[config.mk]
export PLATFORM = sky130hd
export DESIGN_NAME = serial_add_sequencer
export DESIGN_NICKNAME = d
export VERILOG_FILES = /design/src/rtl/serial_add_pkg.sv /design/src/rtl/add_slice.sv /design/src/rtl/serial_add_sequencer.sv
export SDC_FILE = /design/constraint.sdc
export NUM_CORES = 1
export LEC_CHECK = 0
export BUFFER_PORTS_ARGS = -buffer_cell sky130_fd_sc_hd__clkbuf_2
export CAP_MARGIN = 20
export CORE_ASPECT_RATIO = 0.7
export CORE_MARGIN = 2
export CORE_UTILIZATION = 48
export CTS_CLUSTER_DIAMETER = 80
export DETAILED_ROUTE_END_ITERATION = 12
export GPL_TIMING_DRIVEN = 0
export PLACE_DENSITY = 0.76
export SYNTH_ARGS = -nofsm -noshare
export SYNTH_HDL_FRONTEND = slang
export SYNTH_SLANG_ARGS = --single-unit
export TNS_END_PERCENT = 1
[constraint.sdc]
create_clock -name clk -period 1.9 [get_ports clk]
set_input_delay 0.285 -clock clk [delete_from_list [all_inputs] [get_ports clk]]
set_output_delay 0.285 -clock clk [all_outputs]
set_load 0.01 [all_outputs]
[src/rtl/serial_add_pkg.sv]
// Shared types and sizing helpers for the digit-serial adder/subtractor.
package serial_add_pkg;

  typedef enum logic [1:0] {
    ST_IDLE = 2'd0,
    ST_RUN  = 2'd1,
    ST_DONE = 2'd2
  } state_e;

  function automatic int num_digits(input int width, input int slice);
    return width / slice;
  endfunction

  // Digit counter width, never narrower than one bit so N=1 still has a register.
  function automatic int cnt_width(input int n);
    return (n <= 1) ? 1 : $clog2(n);
  endfunction

endpackage

[src/rtl/add_slice.sv]
// SLICE-bit ripple-carry adder built from per-bit full-adder equations.
module add_slice #(
  parameter int SLICE = 4
) (
  input  logic             cin,
  input  logic [SLICE-1:0] a,
  input  logic [SLICE-1:0] b,
  output logic             cout,
  output logic [SLICE-1:0] s
);

  logic [SLICE:0] c;

  always_comb begin
    c    = '0;
    s    = '0;
    c[0] = cin;
    for (int i = 0; i < SLICE; i++) begin
      s[i]     = a[i] ^ b[i] ^ c[i];
      c[i+1]   = (a[i] & b[i]) | (c[i] & (a[i] ^ b[i]));
    end
    cout = c[SLICE];
  end

endmodule

[src/rtl/serial_add_sequencer.sv]
// Digit-serial adder/subtractor: one SLICE-bit adder reused LSB digit first,
// carry kept in a register between digits, valid/ready on both sides.
module serial_add_sequencer
  import serial_add_pkg::*;
#(
  parameter int WIDTH = 16,
  parameter int SLICE = 4
) (
  input  logic             clk,
  input  logic             rst,
  input  logic             in_valid,
  output logic             in_ready,
  input  logic [WIDTH-1:0] a,
  input  logic [WIDTH-1:0] b,
  input  logic             cin,
  input  logic             op_sub,
  output logic             out_valid,
  input  logic             out_ready,
  output logic [WIDTH:0]   sum,
  output logic             busy,
  output state_e           dbg_state
);

  // Handshake: a transfer happens on a rising edge where valid and ready are
  // both high; the producer holds its data until that edge.

  localparam int N  = num_digits(WIDTH, SLICE);
  localparam int CW = cnt_width(N);
  localparam logic [CW-1:0] LAST = CW'(N - 1);

  state_e           state_q, state_d;
  logic [CW-1:0]    cnt_q, cnt_d;
  logic             carry_q, carry_d;
  logic [WIDTH-1:0] a_q, a_d;
  logic [WIDTH-1:0] b_q, b_d;
  logic [WIDTH-1:0] acc_q, acc_d;

  logic                   accept;
  logic                   slice_cout;
  logic [SLICE-1:0]       slice_s;
  logic [WIDTH+SLICE-1:0] shift_cat;

  add_slice #(.SLICE(SLICE)) u_slice (
    .cin  (carry_q),
    .a    (a_q[SLICE-1:0]),
    .b    (b_q[SLICE-1:0]),
    .cout (slice_cout),
    .s    (slice_s)
  );

  assign accept    = in_valid & in_ready;
  // New digit enters at the MSB end; after N shifts the result is aligned.
  assign shift_cat = {slice_s, acc_q};

  always_ff @(posedge clk) begin
    if (rst) state_q <= ST_IDLE;
    else     state_q <= state_d;
  end

  always_comb begin
    state_d = state_q;
    case (state_q)
      ST_IDLE: if (accept)         state_d = ST_RUN;
      ST_RUN:  if (cnt_q == LAST)  state_d = ST_DONE;
      ST_DONE: if (out_ready)      state_d = ST_IDLE;
      default:                     state_d = ST_IDLE;
    endcase
  end

  always_comb begin
    in_ready  = (state_q == ST_IDLE) && !rst;
    out_valid = (state_q == ST_DONE);
    busy      = (state_q == ST_RUN) || (state_q == ST_DONE);
    sum       = {carry_q, acc_q};
    dbg_state = state_q;
  end

  always_comb begin
    a_d     = a_q;
    b_d     = b_q;
    carry_d = carry_q;
    cnt_d   = cnt_q;
    acc_d   = acc_q;
    if (accept) begin
      a_d     = a;
      b_d     = op_sub ? ~b : b;
      carry_d = op_sub ? 1'b1 : cin;
      cnt_d   = '0;
    end else if (state_q == ST_RUN) begin
      a_d     = a_q >> SLICE;
      b_d     = b_q >> SLICE;
      acc_d   = shift_cat[WIDTH+SLICE-1:SLICE];
      carry_d = slice_cout;
      cnt_d   = cnt_q + CW'(1);
    end
  end

  always_ff @(posedge clk) begin
    if (rst) begin
      a_q     <= '0;
      b_q     <= '0;
      acc_q   <= '0;
      carry_q <= 1'b0;
      cnt_q   <= '0;
    end else begin
      a_q     <= a_d;
      b_q     <= b_d;
      acc_q   <= acc_d;
      carry_q <= carry_d;
      cnt_q   <= cnt_d;
    end
  end

endmodule

==> Word level (Yosys, flattened, before mapping) <==
Index checks and enable logic that the tools add are counted.
{ "classes": {"eq_ne": 6, "addsub": 1, "muxes": 12, "n_bitwise": 23, "n_reduce_logical": 8} }
{ "ops": {"columns": ["op", "count"], "rows": [
  ["16-bit two-way mux", 5],
  ["16-bit inverter", 1],
  ["1-bit AND", 9],
  ["1-bit bitwise XOR", 8],
  ["2-bit two-way mux", 3],
  ["2-bit case mux with 3 select lines", 1],
  ["2-bit == test, second input constant", 2],
  ["2-bit != test, second input constant", 2],
  ["1-bit bitwise OR", 4],
  ["1-bit two-way mux", 3],
  ["3-bit AND reduction", 1],
  ["2-bit by 1-bit adder with 2-bit output, second input constant", 1],
  ["2-bit by 1-bit == test with 1-bit output, second input constant", 1],
  ["2-bit logical NOT", 1],
  ["2-bit by 1-bit != test with 1-bit output, second input constant", 1],
  ["2-bit AND reduction", 1],
  ["2-bit nonzero test", 1],
  ["2-bit OR reduction", 1],
  ["1-bit logical AND", 1],
  ["1-bit logical NOT", 1],
  ["1-bit logical OR", 1],
  ["1-bit inverter", 1]
]} }
{ "totals": {"register_bits": 53, "word_cells": 56, "output_inout_bits": 22, "input_bits": 38} }

==> Depth between registers and ports, before layout <==
{ "depth": {"ltp_word": 11, "depth_mapped": 10, "depth_no_buf": 10} }

==> Cells and area by module <==
From an unflattened synthesis, not the netlist that was laid out.
{ "unflattened": {"hier_cells": 259, "area_unflattened_um2": 2671.3} }
{ "modules_own_cells": {"columns": ["module", "n_inst", "area_each_um2", "seq_area_each_um2", "cells_per_inst"], "rows": [
  ["serial_add_sequencer", 1, 2553.7, 1061.0, 245],
  ["add_slice", 1, 117.6, 0.0, 14]
]} }

==> Worst setup path before layout <==
No wires, ideal clock.
{ "synth_path": {"kind": "register to register", "start": "register carry_q", "end": "register acc_q[15]", "synth_period_minus_slack_ns": 2.064, "n_path_buf": 0, "required_ns": 1.814, "t_arrival_ns": 1.979, "path_slack_ns": -0.164, "path_stages_with_launch": 9, "setup_ns": 0.086, "cell_sequence": "dfxtp_1 > fa_1 > inv_1 > fa_1 > inv_1 > fa_1 > inv_1 > fa_1 > a211oi_1"} }
{ "synth_between": {"elab_chain_len": 7} }
{ "synth_lines": {"columns": ["element", "line", "source"], "rows": [
  ["start: declaration", "serial_add_sequencer.sv:33", "logic carry_q, carry_d;"],
  ["start signal: assignment", "serial_add_sequencer.sv:109", "carry_q <= carry_d;"],
  ["1-bit AND", "add_slice.sv:20", "c[i+1] = (a[i] & b[i]) | (c[i] & (a[i] ^ b[i]));"],
  ["1-bit bitwise OR", "add_slice.sv:20", null],
  ["1-bit AND", "add_slice.sv:20", null],
  ["1-bit bitwise OR", "add_slice.sv:20", null],
  ["1-bit AND", "add_slice.sv:20", null],
  ["1-bit bitwise OR", "add_slice.sv:20", null],
  ["1-bit bitwise XOR", "add_slice.sv:19", "s[i] = a[i] ^ b[i] ^ c[i];"],
  ["end signal: assignment", "serial_add_sequencer.sv:102", "acc_q <= '0;"],
  ["end signal: assignment", "serial_add_sequencer.sv:108", "acc_q <= acc_d;"],
  ["end: declaration", "serial_add_sequencer.sv:36", "logic [WIDTH-1:0] acc_q, acc_d;"]
]} }
Every way passes these cells.
A chain may end at the register's enable or synchronous reset.

==> Worst setup path after layout <==
{ "layout_path": {"start": "register b_q[0]", "end": "register acc_q[15]"} }
{ "layout_between": {"elab_chain_len": 8, "elab_cells_between_ends": 9, "cone_classes": "bitwise (9)"} }
{ "layout_lines": {"columns": ["element", "line", "source"], "rows": [
  ["start: declaration", "serial_add_sequencer.sv:35", "logic [WIDTH-1:0] b_q, b_d;"],
  ["start signal: assignment", "serial_add_sequencer.sv:101", "b_q <= '0;"],
  ["start signal: assignment", "serial_add_sequencer.sv:107", "b_q <= b_d;"],
  ["1-bit bitwise XOR", "add_slice.sv:20", null],
  ["1-bit AND", "add_slice.sv:20", null],
  ["1-bit bitwise OR *", "add_slice.sv:20", null],
  ["1-bit AND *", "add_slice.sv:20", null],
  ["1-bit bitwise OR *", "add_slice.sv:20", null],
  ["1-bit AND *", "add_slice.sv:20", null],
  ["1-bit bitwise OR *", "add_slice.sv:20", null],
  ["1-bit bitwise XOR *", "add_slice.sv:19", null]
]} }
Mark *: on every way between the ends. The rest lies on a longest branch, timed or not.

==> impl_metrics.toml <==
[detailed_routing]
totalWireLength_microns = 5460
drcViolationCount = 0
wl_per_cell_microns = 13.9
vias = 2005
drtIter0Drc = 71
antenna_left = 0
drtPass1Iterations = 4
viasPerCell = 5.10

[sta]
relSlewSlack_pct = 60.1
skew_ns = 0.00772
period_needed_ns = 2.06
rsz0062_at_grt = "yes"
worst_slack_ns = -0.159
hold_viol = 0
period_share_pct = 108
fmax_mhz = 486
worst_pin_slew_ns = 0.599
slew_violations = 0
setup_viol = 2

[floorplan]
die-height_microns = 64.2
row_count = 21
pin_count = 60
core-area_sq_um = 4890
die_x_microns = 90.0
dieArea_sq_um = 5780
start_util_pct = 50.9

[final_layout]
multiInputGateArea_sq_um = 1280
area_growth_pct = 19.4
final_net_count = 370
final-seq-area_sq_um = 1060
final_util_pct = 60.8
fillCellCount = 461
drive_gt1_share_pct = 27.8
final_cells = 393
antennaDiodeCount = 0

[power]
p_seq_share_pct = 43.6
comb_power_share_pct = 37.6
ir_drop_v = 0.000411
p_sw_share_pct = 36.0
intPower_mw = 2.17
power.switching_mw = 1.22
power.density_nw_per_um2 = 1140
p_clk_share_pct = 18.9
leakage_nw = 1.24

[worst_setup_path]
cp_cell_sequence = "fa_2 -> inv_2 -> fa_2 -> inv_2 -> fa_2 -> inv_2 -> fa_1 -> a211oi_2"
reg2reg_depth = 8
worstPathArrival_ns = 2.30
cp_slowest_cell = "fa_1"
start_kind = "flop"
cp_max_fo = 2
crit_family = "adder cells"
crit_type = "reg2reg"
cp.buffers_inverters = 3
crit_required_ns = 2.14
end_kind = "flop"
cp.depth = 8
slowest_delay_ns = 0.43

[synth]
yosysMostFrequentCell = "dfxtp_1"
synth_top_family_by_area = "multiplexers"
synth_simple_gate_area_share_pct = 12.3
synth_edf_count = 0
yosys.area.top_type = "dfxtp_1"
ys.flop_type = "dfxtp_1"
yosys_warnings = 0
syn_area_sq_um = 2490
synth_xor_area_share_pct = 5.99
synthCells = 258
synth_area_per_cell_sq_um = 9.64
synth_mux_area_share_pct = 16.5
synth_compound_area_share_pct = 10.4
synth_commonest_cells = "53 x dfxtp_1, 41 x mux2i_1, 40 x nor2_1"
synth_seq_cells = 53
syn_nets = 305
synth_cell_type_count = 24
async_reset_ff_share_pct = 0
yosysSeqAreaShare_pct = 42.7
synth_top_area_share_pct = 42.7
synth_fa_ha_area_share_pct = 5.73
synth.area.top_cells = "dfxtp_1 43%, mux2i_1 16%, a211oi_1 8.1%, nor2_1 6.0%, xor2_1 5.6%"

[clock_tree]
cts_buffer_depth = 2
cts-root-buf = "clkbuf_8"
cts_tree = "built"
insertion_delay_ns = 0.31
cts_hold_buf = 0
cts_made_buffers = 5
cts.htree.levels = 2
cts_sinks = 53
clk_pin_slew_ns = 0.10

[placed_design]
gp_congestion = 0.844
hpwl_microns = 3970
post-place-cells = 385
io_buffers = 58

[global_routing]
grt_pass1_wl_microns = 8910
antenna_found_initial = 0
grt_max_degree = 18
grt_pass1_vias = 1864
grt_usage_pct = 19.5
gr-total-overflow = 0

[worst_hold_path]
min_path_cells = 3
hp-class = "in2reg"

[run_status]
status = "complete, but fails checks"
violations = "negative setup slack"

[job]
drv_cap = 0
==> power groups by stage <==
stage                     clock network, mW  registers [mW]  logic [mW]
final                                 0.640            1.48        1.28
after global routing                  0.702            1.50        1.40
after CTS                             0.645            1.48        1.27
after detailed placement                  0            1.50        1.26
after global placement                    0            1.49        1.23
after floorplan                           0            1.48       0.914
==> stage by stage <==
stage	area, sq um	worst slack [ns]	total power [mW]	hold slack (ns)	setup TNS [ns]
final	2970	-0.159	3.39	0.190	-0.303
after global routing	2970	-0.257	3.61	0.198	-0.517
after CTS	2970	-0.168	3.39	0.191	-0.324
after detailed placement	2870	-0.179	2.76	0.473	-0.325
after global placement	2870	-0.140	2.72	0.469	-0.247
after floorplan	2500	-0.0833	2.40	0.421	-0.124
==> layer usage <==
metal  GRT usage, %  share of wire [%]  up-vias
met1           27.2                 50      930
met4           5.77                1.1        0
met3           4.36                5.8        7
met5              0                  0        -
li1               -                  -     1008
met2           30.4                 43       60
==> cells in the final DEF, fill, tap and decap left out, drive strengths merged <==
| cell type | n |
|---|---|
| clkbuf | 71 |
| dfxtp | 53 |
| mux2i | 41 |
| nor2 | 40 |
| a211oi | 27 |
| xor2 | 16 |
| buf | 14 |
| inv | 13 |
| nand2 | 9 |
| nand3b | 9 |
| a21oi | 8 |
| ha | 5 |
| nand2b | 4 |
| fa | 4 |
| nor3 | 3 |
| nor2b | 1 |
| and3b | 1 |
| a222oi | 1 |
| o21ai | 1 |
| xnor2 | 1 |
| clkinv | 1 |
| clkinvlp | 1 |
==> final cells by class <==
type	instances	share of cell area (%)
multi-input combinational	171	43.0
sequential	53	35.8
timing repair buffer	58	9.77
buffer	22	3.88
tap	69	2.91
clock buffer	5	2.32
inverter	12	1.52
clock inverter	3	0.716
==> repair_timing <==
item	4_1_cts	5_1_grt
setup endpoints to repair	2	3
setup buffers	0	0
pin swaps	1	0
gates resized for setup	1	3
==> sequential cells by signal, indices dropped and copies added, names as in the netlist <==
register and flops:
a_q 16, carry_q 1, cnt_q 2, acc_q 16
b_q 16, dbg_state 2
==> worst register-to-register path: stages (launching register included) <==
cell	delay [ns]
dfxtp_2	0.35
fa_2	0.38
inv_2	0.06
fa_2	0.18
inv_2	0.04
fa_2	0.33
inv_2	0.06
fa_1	0.43
a211oi_2	0.18
==> logic make-up (layout without fill, tap and decap cells) <==
family	after synthesis	after routing
flip-flops	53	53
adder cells (fa/ha/maj)	9	9
AND/OR/NAND/NOR	67	67
AO/OA/AOI/OAI	37	37
buffers and inverters	34	100
XOR/XNOR	17	17
multiplexers	41	41
==> path summary, 6_finish.rpt <==
kind                            slack [ns]                 start                      to
worst max-delay path                 -0.16   b_q[0]$_SDFFE_PP0P_  acc_q[15]$_SDFFE_PP0P_
worst min-delay path                  0.19                 a[12]    a_q[12]$_SDFFE_PP0P_
worst max register to register       -0.16   b_q[0]$_SDFFE_PP0P_  acc_q[15]$_SDFFE_PP0P_
worst min register to register        0.49  b_q[15]$_SDFFE_PP0P_    b_q[15]$_SDFFE_PP0P_
No activity file was read; power rests on OpenSTA's default activity.
